<file path="src/rtl/temp_filter_if.sv">
// Sample/result bundle between the raw temperature source and temp_filter.
// The master drives samples; the slave (the filter) returns the conditioned value.
interface temp_filter_if #(
    parameter int W = 5
);
    logic         sample_valid;
    logic [W-1:0] sample;
    logic [W-1:0] temp_out;
    logic         filled;
    logic         rejected;

    modport master (
        output sample_valid,
        output sample,
        input  temp_out,
        input  filled,
        input  rejected
    );

    modport slave (
        input  sample_valid,
        input  sample,
        output temp_out,
        output filled,
        output rejected
    );
endinterface

</file>
<file path="src/rtl/temp_filter.sv">
// Moving-average filter over a circular window of 2**LOG2_N raw temperature samples.
// Optional spike rejection while the window is full is enabled by defining SPIKE_REJECT_EN.
module temp_filter #(
    parameter int W         = 5,
    parameter int LOG2_N    = 2,
    parameter int SPIKE_LIM = 4
) (
    input  logic          clk,
    input  logic          rst,
    temp_filter_if.slave  bus
);
    localparam int N  = 1 << LOG2_N;
    localparam int SW = W + LOG2_N;
    localparam logic [LOG2_N:0] N_C = (LOG2_N + 1)'(N);

    typedef enum logic [1:0] {
        ST_EMPTY = 2'd0,
        ST_FILL  = 2'd1,
        ST_RUN   = 2'd2
    } state_t;

    // Configuration sanity: a window needs at least two entries and a non-negative limit.
    if (LOG2_N < 1 || SPIKE_LIM < 0) begin : g_bad_cfg
        $error("temp_filter: unsupported LOG2_N/SPIKE_LIM");
    end

    logic [W-1:0]      win_q [N];
    logic [W-1:0]      win_d [N];
    logic [LOG2_N-1:0] wptr_q, wptr_d;
    logic [LOG2_N:0]   cnt_q, cnt_d;
    logic [SW-1:0]     sum_q, sum_d;
    logic [W-1:0]      temp_out_q, temp_out_d;
    logic              filled_q, filled_d;
    logic              rejected_q, rejected_d;
    state_t            state_q, state_d;
    logic              accept_s;
    logic              reject_s;

`ifdef SPIKE_REJECT_EN
    localparam logic [W:0] LIM_C = (W + 1)'(SPIKE_LIM);

    logic [1:0] rej_cnt_q, rej_cnt_d;
    logic [W:0] diff_s;

    // Spike detection against the current output; two consecutive drops force the next sample in.
    always_comb begin
        diff_s   = {(W + 1){1'b0}};
        reject_s = 1'b0;
        if ({1'b0, bus.sample} >= {1'b0, temp_out_q}) begin
            diff_s = {1'b0, bus.sample} - {1'b0, temp_out_q};
        end else begin
            diff_s = {1'b0, temp_out_q} - {1'b0, bus.sample};
        end
        if (bus.sample_valid && (state_q == ST_RUN) && (diff_s > LIM_C)
            && (rej_cnt_q != 2'd2)) begin
            reject_s = 1'b1;
        end else begin
            reject_s = 1'b0;
        end
    end

    // Consecutive-reject counter: cleared by any accepted sample.
    always_comb begin
        rej_cnt_d = rej_cnt_q;
        if (accept_s) begin
            rej_cnt_d = 2'd0;
        end else if (reject_s) begin
            rej_cnt_d = rej_cnt_q + 2'd1;
        end else begin
            rej_cnt_d = rej_cnt_q;
        end
    end

    // Reject counter register.
    always_ff @(posedge clk) begin
        if (rst) begin
            rej_cnt_q <= 2'd0;
        end else begin
            rej_cnt_q <= rej_cnt_d;
        end
    end
`else
    assign reject_s = 1'b0;
`endif

    assign accept_s = bus.sample_valid & ~reject_s;

    // Window update, running sum, fill tracking and output computation.
    always_comb begin
        win_d      = win_q;
        wptr_d     = wptr_q;
        sum_d      = sum_q;
        cnt_d      = cnt_q;
        state_d    = state_q;
        temp_out_d = temp_out_q;
        filled_d   = filled_q;
        rejected_d = reject_s;
        if (accept_s) begin
            win_d[wptr_q] = bus.sample;
            // Oldest entry leaves as the new one enters, so the sum never exceeds N*(2**W-1).
            sum_d      = sum_q + SW'(bus.sample) - SW'(win_q[wptr_q]);
            wptr_d     = wptr_q + {{(LOG2_N - 1){1'b0}}, 1'b1};
            temp_out_d = W'(sum_d >> LOG2_N);
            case (state_q)
                ST_EMPTY, ST_FILL: begin
                    cnt_d = cnt_q + {{LOG2_N{1'b0}}, 1'b1};
                    if (cnt_d == N_C) begin
                        state_d  = ST_RUN;
                        filled_d = 1'b1;
                    end else begin
                        state_d  = ST_FILL;
                        filled_d = 1'b0;
                    end
                end
                ST_RUN: begin
                    state_d  = ST_RUN;
                    filled_d = 1'b1;
                end
                default: begin
                    state_d  = ST_EMPTY;
                    filled_d = 1'b0;
                    cnt_d    = {(LOG2_N + 1){1'b0}};
                end
            endcase
        end else begin
            win_d      = win_q;
            sum_d      = sum_q;
            temp_out_d = temp_out_q;
        end
    end

    // State register: reset discards the whole window.
    always_ff @(posedge clk) begin
        if (rst) begin
            for (int i = 0; i < N; i++) begin
                win_q[i] <= {W{1'b0}};
            end
            wptr_q     <= {LOG2_N{1'b0}};
            cnt_q      <= {(LOG2_N + 1){1'b0}};
            sum_q      <= {SW{1'b0}};
            temp_out_q <= {W{1'b0}};
            filled_q   <= 1'b0;
            rejected_q <= 1'b0;
            state_q    <= ST_EMPTY;
        end else begin
            win_q      <= win_d;
            wptr_q     <= wptr_d;
            cnt_q      <= cnt_d;
            sum_q      <= sum_d;
            temp_out_q <= temp_out_d;
            filled_q   <= filled_d;
            rejected_q <= rejected_d;
            state_q    <= state_d;
        end
    end

    assign bus.temp_out = temp_out_q;
    assign bus.filled   = filled_q;
    assign bus.rejected = rejected_q;
endmodule

</file>
<file path="src/flat_wrapper.sv">
// flat-port wrapper written by rule: the top's interface ports become plain ports
module temp_filter_flat 
#(
    parameter int W         = 5,
    parameter int LOG2_N    = 2,
    parameter int SPIKE_LIM = 4
)
  (clk, rst, bus_sample_valid, bus_sample, bus_temp_out, bus_filled, bus_rejected);
  temp_filter_if #(.W(W)) bus_i ();
  input  logic clk;
  input  logic rst;
  input wire logic [$bits(bus_i.sample_valid)-1:0] bus_sample_valid;
  input wire logic [$bits(bus_i.sample)-1:0] bus_sample;
  output wire logic [$bits(bus_i.temp_out)-1:0] bus_temp_out;
  output wire logic [$bits(bus_i.filled)-1:0] bus_filled;
  output wire logic [$bits(bus_i.rejected)-1:0] bus_rejected;
  assign bus_i.sample_valid = bus_sample_valid;
  assign bus_i.sample = bus_sample;
  assign bus_temp_out = bus_i.temp_out;
  assign bus_filled = bus_i.filled;
  assign bus_rejected = bus_i.rejected;
  temp_filter #(.W(W), .LOG2_N(LOG2_N), .SPIKE_LIM(SPIKE_LIM)) u_core (.clk(clk), .rst(rst), .bus(bus_i));
endmodule
</file>
<file path="config.mk">
export PLATFORM = sky130hd
export DESIGN_NAME = temp_filter_flat
export DESIGN_NICKNAME = d
export VERILOG_FILES = /design/src/rtl/temp_filter_if.sv /design/src/rtl/temp_filter.sv /design/src/flat_wrapper.sv
export SDC_FILE = /design/constraint.sdc
export NUM_CORES = 1
export LEC_CHECK = 0
export CORE_ASPECT_RATIO = 0.5
export CORE_MARGIN = 8
export CORE_UTILIZATION = 62
export DETAILED_ROUTE_END_ITERATION = 16
export PLACE_DENSITY = 0.91
export SYNTH_ARGS = -nofsm -noshare
export SYNTH_HDL_FRONTEND = slang
export SYNTH_SLANG_ARGS = --single-unit
</file>
<file path="constraint.sdc">
create_clock -name clk -period 5.4 [get_ports clk]
set_input_delay 0.54 -clock clk [delete_from_list [all_inputs] [get_ports clk]]
set_output_delay 0.54 -clock clk [all_outputs]
set_load 0.05 [all_outputs]
</file>
==> summary.txt, run 1 <==
Run
  – Max-Cap Viols: 0

Synthesis
  – Syn Inst Count: 226
  – Number of enable flip-flop cells after synthesis: 0
  – Synth Flop Type: dfxtp_1
  – Ys Warns: 0
  – Synthesized Nets: 252
  – Mapped cell area: 1890 um2
  – Asr flop ratio synth: 0%
  – Syn_area_per_cell: 8.38 um2
  – Synthesized flop and latch total: 34
  – Seq/Total Area, Yosys: 35.9%
  – Post-synthesis cell type count: 27

Power
  – Pwr Density: 427 nW/um2
  – Sw frac: 34.2%
  – Design Power: 0.915 mW
  – Peak supply drop: 0.268 mV
  – Flop pwr share: 32.5%
  – Leakage dissipation: 0.871 nW
  – Proportion of power drawn by the clock network: 32.0%
  – Net switching component of the power: 0.313 mW
  – Pint: 0.602 mW
  – Comb pwr share: 35.6%

Floorplan
  – Initial Util: 64.0%
  – Die height: 55.1 um
  – Die area: 5190 um2
  – IO Pins: 15
  – Die X-Extent: 94.2 um
  – Core area: 2960 um2
  – Rows: 14

GRT
  – Largest net degree at the start of global routing: 39
  – Global-route wire length before repair: 6.40 mm
  – Vias in the first global route: 1472
  – GRT Total Usage: 16.0%
  – Initial antenna violation count: 0
  – Overflow left after global routing: 0

Placement
  – Post-DP HPWL: 2.73 mm
  – Placed inst area: 2000 um2
  – Routability Congestion: 0.849
  – I/O Buffers: 13
  – Dpl ws: 2.32 ns

Clock network
  – Cts hold-fix bufs: 0
  – CTS buffer count: 5
  – Later-pin clock latency in the skew report: 0.29 ns
  – Setup bufs post-CTS: 0
  – Clock sink total: 34
  – Resize count post-CTS: 0
  – Max Root-Sink Buffers: 2
  – TritonCTS clock tree: yes
  – Clock slew seen by the registers of the worst setup and hold paths: 0.07 ns
  – Root buffer cell: clkbuf_8
  – H-tree levels: 2

Finish
  – Finished layout cell area: 2140 um2
  – # nets final: 258
  – Most common cell after layout, fill and taps aside: dfxtp_1
  – Layout Area Growth over Synthesis: 13.1%
  – Commonest non-fill, non-tap cells in the layout: dfxtp_1 (34), nand2_1 (31), inv_1 (27), a21oi_1 (24), nor2_1 (22)
  – Inserted Diodes: 0
  – Fillers: 187
  – Layout cells sized above 1: 7.30%

Worst setup path
  – Crit path DAT: 3.18 ns
  – Worst path slowest cell: dfxtp_1
  – Crit start category: flip-flop
  – Setup CP Type: flip-flop to flip-flop
  – Worst-path maximum fanout: 9
  – Critical Path Most Common Cell: fa_1
  – Endpoint class of the critical path: flip-flop
  – Crit path max-delay family: adder cells
  – Worst path required time: 5.59 ns
  – Critical-path cell list: mux4_2, fa_1, inv_1, fa_1, a211oi_1, o31ai_1, o211a_1
  – Crit-path max cell delay: 0.60 ns
  – CP bufs+invs: 1

Timing
  – Fmax achieved: 0.334 GHz
  – Hold WS: 0.454 ns
  – Slew margin rel.: 52.1%
  – Final hold violation count: 0
  – Worst Clk Skew: 0.00329 ns
  – Min cycle time layout: 3.00 ns
  – Final period util: 55.5%
  – Slew at the pin closest to its max-slew limit: 0.717 ns
  – Finish-stage setup viols: 0
  – Final setup TNS: 0 ns
  – Unrepaired setup endpoints after global routing: no
  – Final setup margin: 2.40 ns
  – Count of final max-slew check failures: 0

Route
  – DR iter-0 viols: 89
  – DR pass1 iterations: 4
  – DR WL/cell: 14.0 um
  – DRT Wirelength: 3.82 mm
  – Via-to-Cell Ratio: 5.60
  – Vias after detailed routing: 1530
  – Post-route ant nets: 0
  – DR DRC count: 0

Worst hold path
  – HP Class: flip-flop to flip-flop

Run status
  – Status: complete, no violations
-- worst reg2reg max path: stages, from the launching register on --
cell,delay [ns]
dfxtp_1,0.60
mux4_2,0.58
fa_1,0.49
inv_1,0.07
fa_1,0.45
a211oi_1,0.32
o31ai_1,0.16
o211a_1,0.24
-- power groups by stage --
stage | clock, mW | combinational (mW) | sequential [mW]
after floorplan | 0 | 0.273 | 0.294
after global placement | 0 | 0.308 | 0.301
after detailed placement | 0 | 0.322 | 0.303
after CTS | 0.293 | 0.327 | 0.297
after global routing | 0.302 | 0.358 | 0.301
final | 0.292 | 0.325 | 0.297
-- routing by layer --
metal | share of wire [%] | global-route usage [%]
met3 | 6.7 | 4.44
met2 | 47 | 28.4
met4 | 2.3 | 9.09
met1 | 44 | 17.8
met5 | 0 | 0
-- metrics by stage --
stage	util (%)	std cells
CTS	72.4	273
global route	72.4	273
global placement	67.6	265
detailed placement	67.6	265
finish	72.4	273
floorplan	-	226
-- worst paths after layout --
kind                                        from                      to  slack [ns]  cells after the start
worst max-delay path            u_core.wptr_q[0]  u_core.bus.temp_out[4]        2.40                      7
worst max register to register  u_core.wptr_q[0]  u_core.bus.temp_out[4]        2.40                      7
worst min register to register  u_core.win_q[14]        u_core.win_q[14]        0.45                      2
worst min-delay path            u_core.win_q[14]        u_core.win_q[14]        0.45                      2
-- registers in the layout (all words and copies together), names as in the netlist --
register             count
u_core.win_q            20
u_core.state_q           2
u_core.sum_q             2
u_core.wptr_q            2
u_core.bus.temp_out      5
u_core.cnt_q             3
-- area by class of cell --
cell class | count | area, um2 | share of cell area, %
Timing Repair Buffer | 15 | 145 | 6.77
Multi-Input combinational cell | 149 | 1020 | 47.8
Tap cell | 40 | 50.0 | 2.34
Sequential cell | 34 | 681 | 31.8
Clock inverter | 2 | 60.1 | 2.80
Inverter | 27 | 101 | 4.73
Clock buffer | 6 | 82.6 | 3.85
-- synthesized netlist by cell type (2+ instances only) --
| library cell | instances | share of area (%) |
|---|---|---|
| nor3_1 | 2 | 0.53 |
| a211oi_1 | 4 | 1.6 |
| mux2i_1 | 5 | 2.6 |
| buf_4 | 6 | 2.4 |
| o21ai_0 | 2 | 0.53 |
| mux4_2 | 5 | 5.9 |
| clkbuf_1 | 3 | 0.59 |
| nand2_1 | 31 | 6.1 |
| dfxtp_1 | 34 | 36 |
| a21oi_1 | 24 | 6.3 |
| ha_1 | 13 | 8.6 |
| a22oi_1 | 2 | 0.79 |
| nand3_1 | 21 | 5.5 |
| buf_2 | 5 | 1.3 |
| nor2_1 | 22 | 4.4 |
| o31ai_1 | 3 | 1.2 |
| inv_1 | 27 | 5.4 |
| xnor2_1 | 3 | 1.4 |
| buf_1 | 2 | 0.40 |
| fa_1 | 5 | 5.3 |
-- logic make-up after synthesis --
group                      share of synthesized area, %
xor gates and xnor gates                           1.85
AOI/OAI and AO/OA                                  12.3
DFF                                                35.9
other                                             0.198
adders and majority gates                          13.9
buffers and inverters                              10.0
muxes                                              8.59
and+or+nand+nor                                    17.2
(Power assumes the default switching activity.)
==> run 2: changes to the inputs <==
CORE_UTILIZATION = 57   (was 62)
PLACE_DENSITY = 0.85   (was 0.91)
clock period = 2.8 ns   (was 5.4 ns; I/O delays follow)
==> run 2 against run 1 <==
  * Global-route usage fell by 0.32 points
  * Sequential share of layout area decreased by 0.44 points
  * Worst hold slack gained 0.0075 ns
  * Critical path type unchanged
  * Register-to-register slack got worse by 2.2 ns
  * Critical endpoint is now u_core.bus.temp_out[2]
  * Final area grew 1.6%
  * Combinational power grew 110%
  * Flip-flop and latch count did not move
  * Fmax rose by 14%
  * Power grew 80%
  * Critical path depth increased by 1
==> summary.txt, run 2 (same netlist as run 1, synthesis figures left out) <==
Route
  – DR pass1 iterations: 4
  – DR iter-0 viols: 77
  – DRT Wirelength: 4.08 mm
  – Post-route ant nets: 0
  – DR DRC count: 0
  – Vias after detailed routing: 1579
  – DR WL/cell: 14.6 um
  – Via-to-Cell Ratio: 5.66

Finish
  – Area of the multi-input gates: 1050 um2
  – Finished layout cell area: 2180 um2
  – Commonest non-fill, non-tap cells in the layout: dfxtp_1 (33), nand2_1 (31), inv_1 (27), a21oi_1 (24), nor2_1 (22)
  – Layout cells sized above 1: 11.3%
  – Most common cell after layout, fill and taps aside: dfxtp_1
  – Layout Area Growth over Synthesis: 14.9%
  – # nets final: 264
  – Final std cells w/o fill: 279
  – Top reg by flops: u_core.win_q
  – Inserted Diodes: 0
  – Reg area: 682 um2
  – Largest register FFs: 20
  – Fillers: 214

Worst setup path
  – Crit start category: flip-flop
  – Endpoint class of the critical path: flip-flop
  – Worst path required time: 2.96 ns
  – Setup CP Type: flip-flop to flip-flop
  – Crit path DAT: 2.80 ns
  – Worst-path maximum fanout: 3

Timing
  – Fmax achieved: 0.380 GHz
  – Final setup TNS: 0 ns
  – Finish-stage setup viols: 0
  – Count of final max-slew check failures: 0
  – Final period util: 94.1%
  – Final hold violation count: 0
  – Slew margin rel.: 61.1%
  – Worst Clk Skew: 0.00612 ns
  – Min cycle time layout: 2.63 ns
  – Unrepaired setup endpoints after global routing: no
  – Slew at the pin closest to its max-slew limit: 0.582 ns
  – Hold WS: 0.461 ns

GRT
  – Initial antenna violation count: 0
  – Met3 usage: 4.27%
  – GRT Total Usage: 15.7%
  – Top Usage Layer GRT: met2
  – Largest net degree at the start of global routing: 35
  – Overflow left after global routing: 0
  – Global-route wire length before repair: 7.13 mm
  – Met2 GRT Util: 23.7%
  – Vias in the first global route: 1587
  – Grt met1 use: 19.8%

Floorplan
  – Rows: 14
  – Core area: 3080 um2
  – Initial Util: 61.4%
  – IO Pins: 15
  – Die height: 56.8 um
  – Die X-Extent: 97.5 um
  – Die area: 5540 um2

Run status
  – Status: complete, no violations

Clock network
  – CTS buffer count: 5
  – Root buffer cell: clkbuf_8
  – Later-pin clock latency in the skew report: 0.29 ns
  – Setup bufs post-CTS: 0
  – Max Root-Sink Buffers: 2
  – Clock slew seen by the registers of the worst setup and hold paths: 0.07 ns
  – H-tree levels: 2
  – Clock sink total: 34
  – Cts hold-fix bufs: 0
  – TritonCTS clock tree: yes

Worst hold path
  – HP Class: flip-flop to flip-flop

Power
  – Design Power: 1.65 mW
  – Pwr Density: 758 nW/um2
  – Peak supply drop: 0.415 mV
  – Leakage dissipation: 0.884 nW

Placement
  – Placed insts: 271
  – Placed inst area: 2060 um2
  – Routability Congestion: 0.887
  – I/O Buffers: 13
  – Post-DP HPWL: 2.85 mm

Run
  – Max-Cap Viols: 0
[run 2: cell types whose count changed in the layout (fill, tap and decap cells not counted), moves of 2 or more]
| cell | change |
|---|---|
| a211oi_2 | +2 |
| bufinv_16 | -2 |
| a211oi_1 | -2 |
| buf_4 | +5 |
[run 2: path summary, 6_finish.rpt]
path	start	end	slack (ns)	cells past startpoint
setup reg to reg	u_core.wptr_q[0]	u_core.bus.temp_out[2]	0.17	8
hold reg to reg	u_core.win_q[18]	u_core.win_q[18]	0.46	2
setup / recovery	u_core.wptr_q[0]	u_core.bus.temp_out[2]	0.17	8
hold / removal	u_core.win_q[18]	u_core.win_q[18]	0.46	2
[run 2: layer usage]
layer	up-vias	part of all wire, %
met4	0	2.5
met1	736	46
li1	769	-
met3	10	7.4
met5	-	0
met2	64	44
[run 2: what timing repair did]
action | 4_1_cts | 5_1_grt
setup endpoints to repair | 0 | 4
gates resized for setup | 0 | 4
hold endpoints to repair | 0 | 0
[run 2: area by class of cell]
cell class	instances	share of cell area (%)
inverter	27	4.66
tap	40	2.30
clock buffer	6	3.79
multi-input combinational	149	48.0
clock inverter	2	0.575
sequential	34	31.3
timing repair buffer	21	9.31
[run 2: worst max-delay path: stages, from the launching register on]
cell	delay, ns
dfxtp_2	0.36
mux4_2	0.52
fa_1	0.49
inv_1	0.07
fa_1	0.48
a211oi_2	0.24
nor2_1	0.09
mux2i_1	0.16
o31ai_1	0.09
[run 2: power by group]
part | internal [mW] | total, mW | switching, mW
Clock | 0.198 | 0.391 | 0.193
Sequential | 0.532 | 0.566 | 0.0344
Combinational | 0.283 | 0.692 | 0.409
[run 2: metrics by stage]
| step | util (%) | setup WS [ns] |
|---|---|---|
| 2_1_floorplan | - | 0.0372 |
| 3_3_place_gp | 66.8 | 0.110 |
| 3_5_place_dp | 66.8 | 0.0544 |
| 4_1_cts | 69.8 | 0.0412 |
| 5_1_grt | 70.6 | 0.00343 |
| 6_report | 70.6 | 0.166 |
==> run 3: changes to the inputs <==
--- a/config.mk
+++ b/config.mk
@@ -7,3 +7,3 @@
 export LEC_CHECK = 0
-export CORE_ASPECT_RATIO = 0.5
+export CORE_ASPECT_RATIO = 0.7
 export CORE_MARGIN = 8
==> constraint.sdc (replaced) <==
create_clock -name clk -period 2.8 [get_ports clk]
set_input_delay 0.84 -clock clk [delete_from_list [all_inputs] [get_ports clk]]
set_output_delay 0.84 -clock clk [all_outputs]
set_load 0.05 [all_outputs]
==> run 3 against run 2 <==
  * Die area fell by 1.5%
  * Fmax fell by 3.9%
  * Global-route usage rose by 0.80 points
  * Sequential share of layout area fell by 0.69 points
  * Critical endpoint is now u_core.bus.temp_out[3]
  * Largest cell class unchanged
  * Highest routed layer unchanged
==> summary.txt, run 3 (same netlist as run 1, synthesis figures left out) <==
Run status
  – Status: complete, no violations

Worst setup path
  – Worst R2R Start: u_core.wptr_q[0]
  – Worst-path maximum fanout: 3
  – Crit path DAT: 2.89 ns
  – CP bufs+invs: 3
  – Worst path slowest cell: clkdlybuf4s50_1
  – Worst path required time: 2.95 ns
  – Crit path max-delay family: adder cells
  – Crit-path max cell delay: 0.53 ns
  – Crit start category: input port
  – Worst Setup SP: bus_sample[3]
  – Endpoint class of the critical path: flip-flop
  – Critical-path cell list: clkdlybuf4s50_1, inv_1, fa_1, inv_1, ha_1, nand2_1, o31ai_2, xnor2_1, a211oi_2
  – Setup CP Type: input port to flip-flop
  – Critical Path Most Common Cell: inv_1

Finish
  – Layout Area Growth over Synthesis: 17.5%
  – Fin util: 70.2%
  – Largest register FFs: 20
  – Inserted Diodes: 0
  – Commonest non-fill, non-tap cells in the layout: dfxtp_1 (33), nand2_1 (31), inv_1 (26), a21oi_1 (23)
  – Top reg by flops: u_core.win_q
  – Reg area: 682 um2
  – Fillers: 250
  – Layout cells sized above 1: 15.4%
  – # nets final: 272
  – Most common cell after layout, fill and taps aside: dfxtp_1
  – Area of the multi-input gates: 1050 um2

Timing
  – Final period util: 97.9%
  – Finish-stage setup viols: 0
  – Worst Clk Skew: 0.00682 ns
  – Hold WS: 0.458 ns
  – Fmax achieved: 0.365 GHz
  – Slew margin rel.: 65.1%
  – Final hold violation count: 0
  – Min cycle time layout: 2.74 ns
  – Slew at the pin closest to its max-slew limit: 0.522 ns
  – Unrepaired setup endpoints after global routing: yes
  – Count of final max-slew check failures: 0

Clock network
  – TritonCTS clock tree: yes
  – Later-pin clock latency in the skew report: 0.29 ns
  – Max Root-Sink Buffers: 2
  – Clock sink total: 34
  – Clock slew seen by the registers of the worst setup and hold paths: 0.07 ns
  – Cts hold-fix bufs: 0
  – Root buffer cell: clkbuf_8
  – H-tree levels: 2
  – CTS buffer count: 5

Route
  – Met3 WL post-DR: 210 um
  – DR iter-0 viols: 113
  – Top layer in use: met4
  – DR pass1 iterations: 4
  – DR DRC count: 0
  – Post-route ant nets: 0
  – Via-to-Cell Ratio: 5.60
  – DR WL/cell: 14.9 um
  – DRT Wirelength: 4.22 mm
  – Vias after detailed routing: 1590
  – WL met2: 2.10 mm
  – WL met1: 1.88 mm

Floorplan
  – Die area: 5450 um2
  – IO Pins: 15
  – Die X-Extent: 84.9 um
  – Die height: 64.2 um
  – Core area: 3170 um2
  – Rows: 17
  – Initial Util: 59.8%

Placement
  – I/O Buffers: 13
  – Post-DP HPWL: 3.13 mm
  – Routability Congestion: 0.781

Power
  – Leakage dissipation: 0.919 nW
  – Peak supply drop: 0.425 mV
  – Design Power: 1.67 mW
  – Pwr Density: 751 nW/um2

GRT
  – Global-route wire length before repair: 7.19 mm
  – Largest net degree at the start of global routing: 33
  – Vias in the first global route: 1614
  – GRT Total Usage: 16.5%
  – Initial antenna violation count: 0
  – Overflow left after global routing: 0

Worst hold path
  – Hold wc startpoint: u_core.win_q[14]
  – HP Class: flip-flop to flip-flop

Run
  – Max-Cap Viols: 0
-- run 3: cell count changes in the layout (fill, tap and decap cells not counted), sizes merged --
cell,delta
dlygate4sd2,+1
clkinv,+1
clkdlybuf4s50,-1
clkinvlp,-1
buf,+8
clkbuf,-1
-- run 3: final cells by class --
type / count / share of cell area, %
Inverter: 27 / 4.55
Sequential cell: 34 / 30.6
Clock inverter: 2 / 0.450
Timing Repair Buffer: 29 / 11.7
Clock buffer: 5 / 3.09
Multi-Input combinational cell: 149 / 47.4
Tap cell: 38 / 2.14
-- run 3: through the flow --
step | cells | instance area, um2 | setup WS (ns) | TNS (ns)
2_1_floorplan | 226 | 1890 | 0.0372 | 0
3_3_place_gp | 277 | 2120 | -0.391 | -1.51
3_5_place_dp | 277 | 2120 | -0.407 | -1.70
4_1_cts | 284 | 2210 | 0.00727 | 0
5_1_grt | 284 | 2230 | -0.0181 | -0.0181
6_report | 284 | 2230 | 0.0590 | 0
-- run 3: repair_timing --
| item | 4_1_cts | 5_1_grt |
|---|---|---|
| pin swaps | 7 | 2 |
| setup buffers | 0 | 0 |
| gates cloned | 0 | 0 |
| resized for setup | 7 | 2 |
| setup endpoints to repair | 4 | 4 |
-- run 3: path summary, 6_finish.rpt --
| check | slack, ns | end | cells after the start |
|---|---|---|---|
| hold reg to reg | 0.46 | u_core.win_q[14] | 2 |
| setup reg to reg | 0.15 | u_core.bus.temp_out[3] | 10 |
| hold / removal | 0.46 | u_core.win_q[14] | 2 |
| setup / recovery | 0.06 | u_core.bus.temp_out[3] | 9 |
-- run 3: routing by layer --
layer,up-vias,GRT usage [%]
li1,785,-
met1,762,19.5
met2,39,27.6
met3,4,5.61
met4,0,5.52
met5,-,0
-- run 3: report_power, final --
group	internal [mW]	switching (mW)	total, mW
registers	0.532	0.0367	0.569
clock network	0.167	0.174	0.340
logic	0.338	0.426	0.763
-- run 3: worst reg2reg max path, cell delays in order (launching register included) --
cell and delay, ns:
dfxtp_2 0.36, buf_4 0.14, mux4_2 0.51, fa_1 0.49, inv_1 0.04, ha_1 0.31
buf_4 0.15, nor2_2 0.13, o31ai_2 0.08, xnor2_1 0.20, a211oi_2 0.09
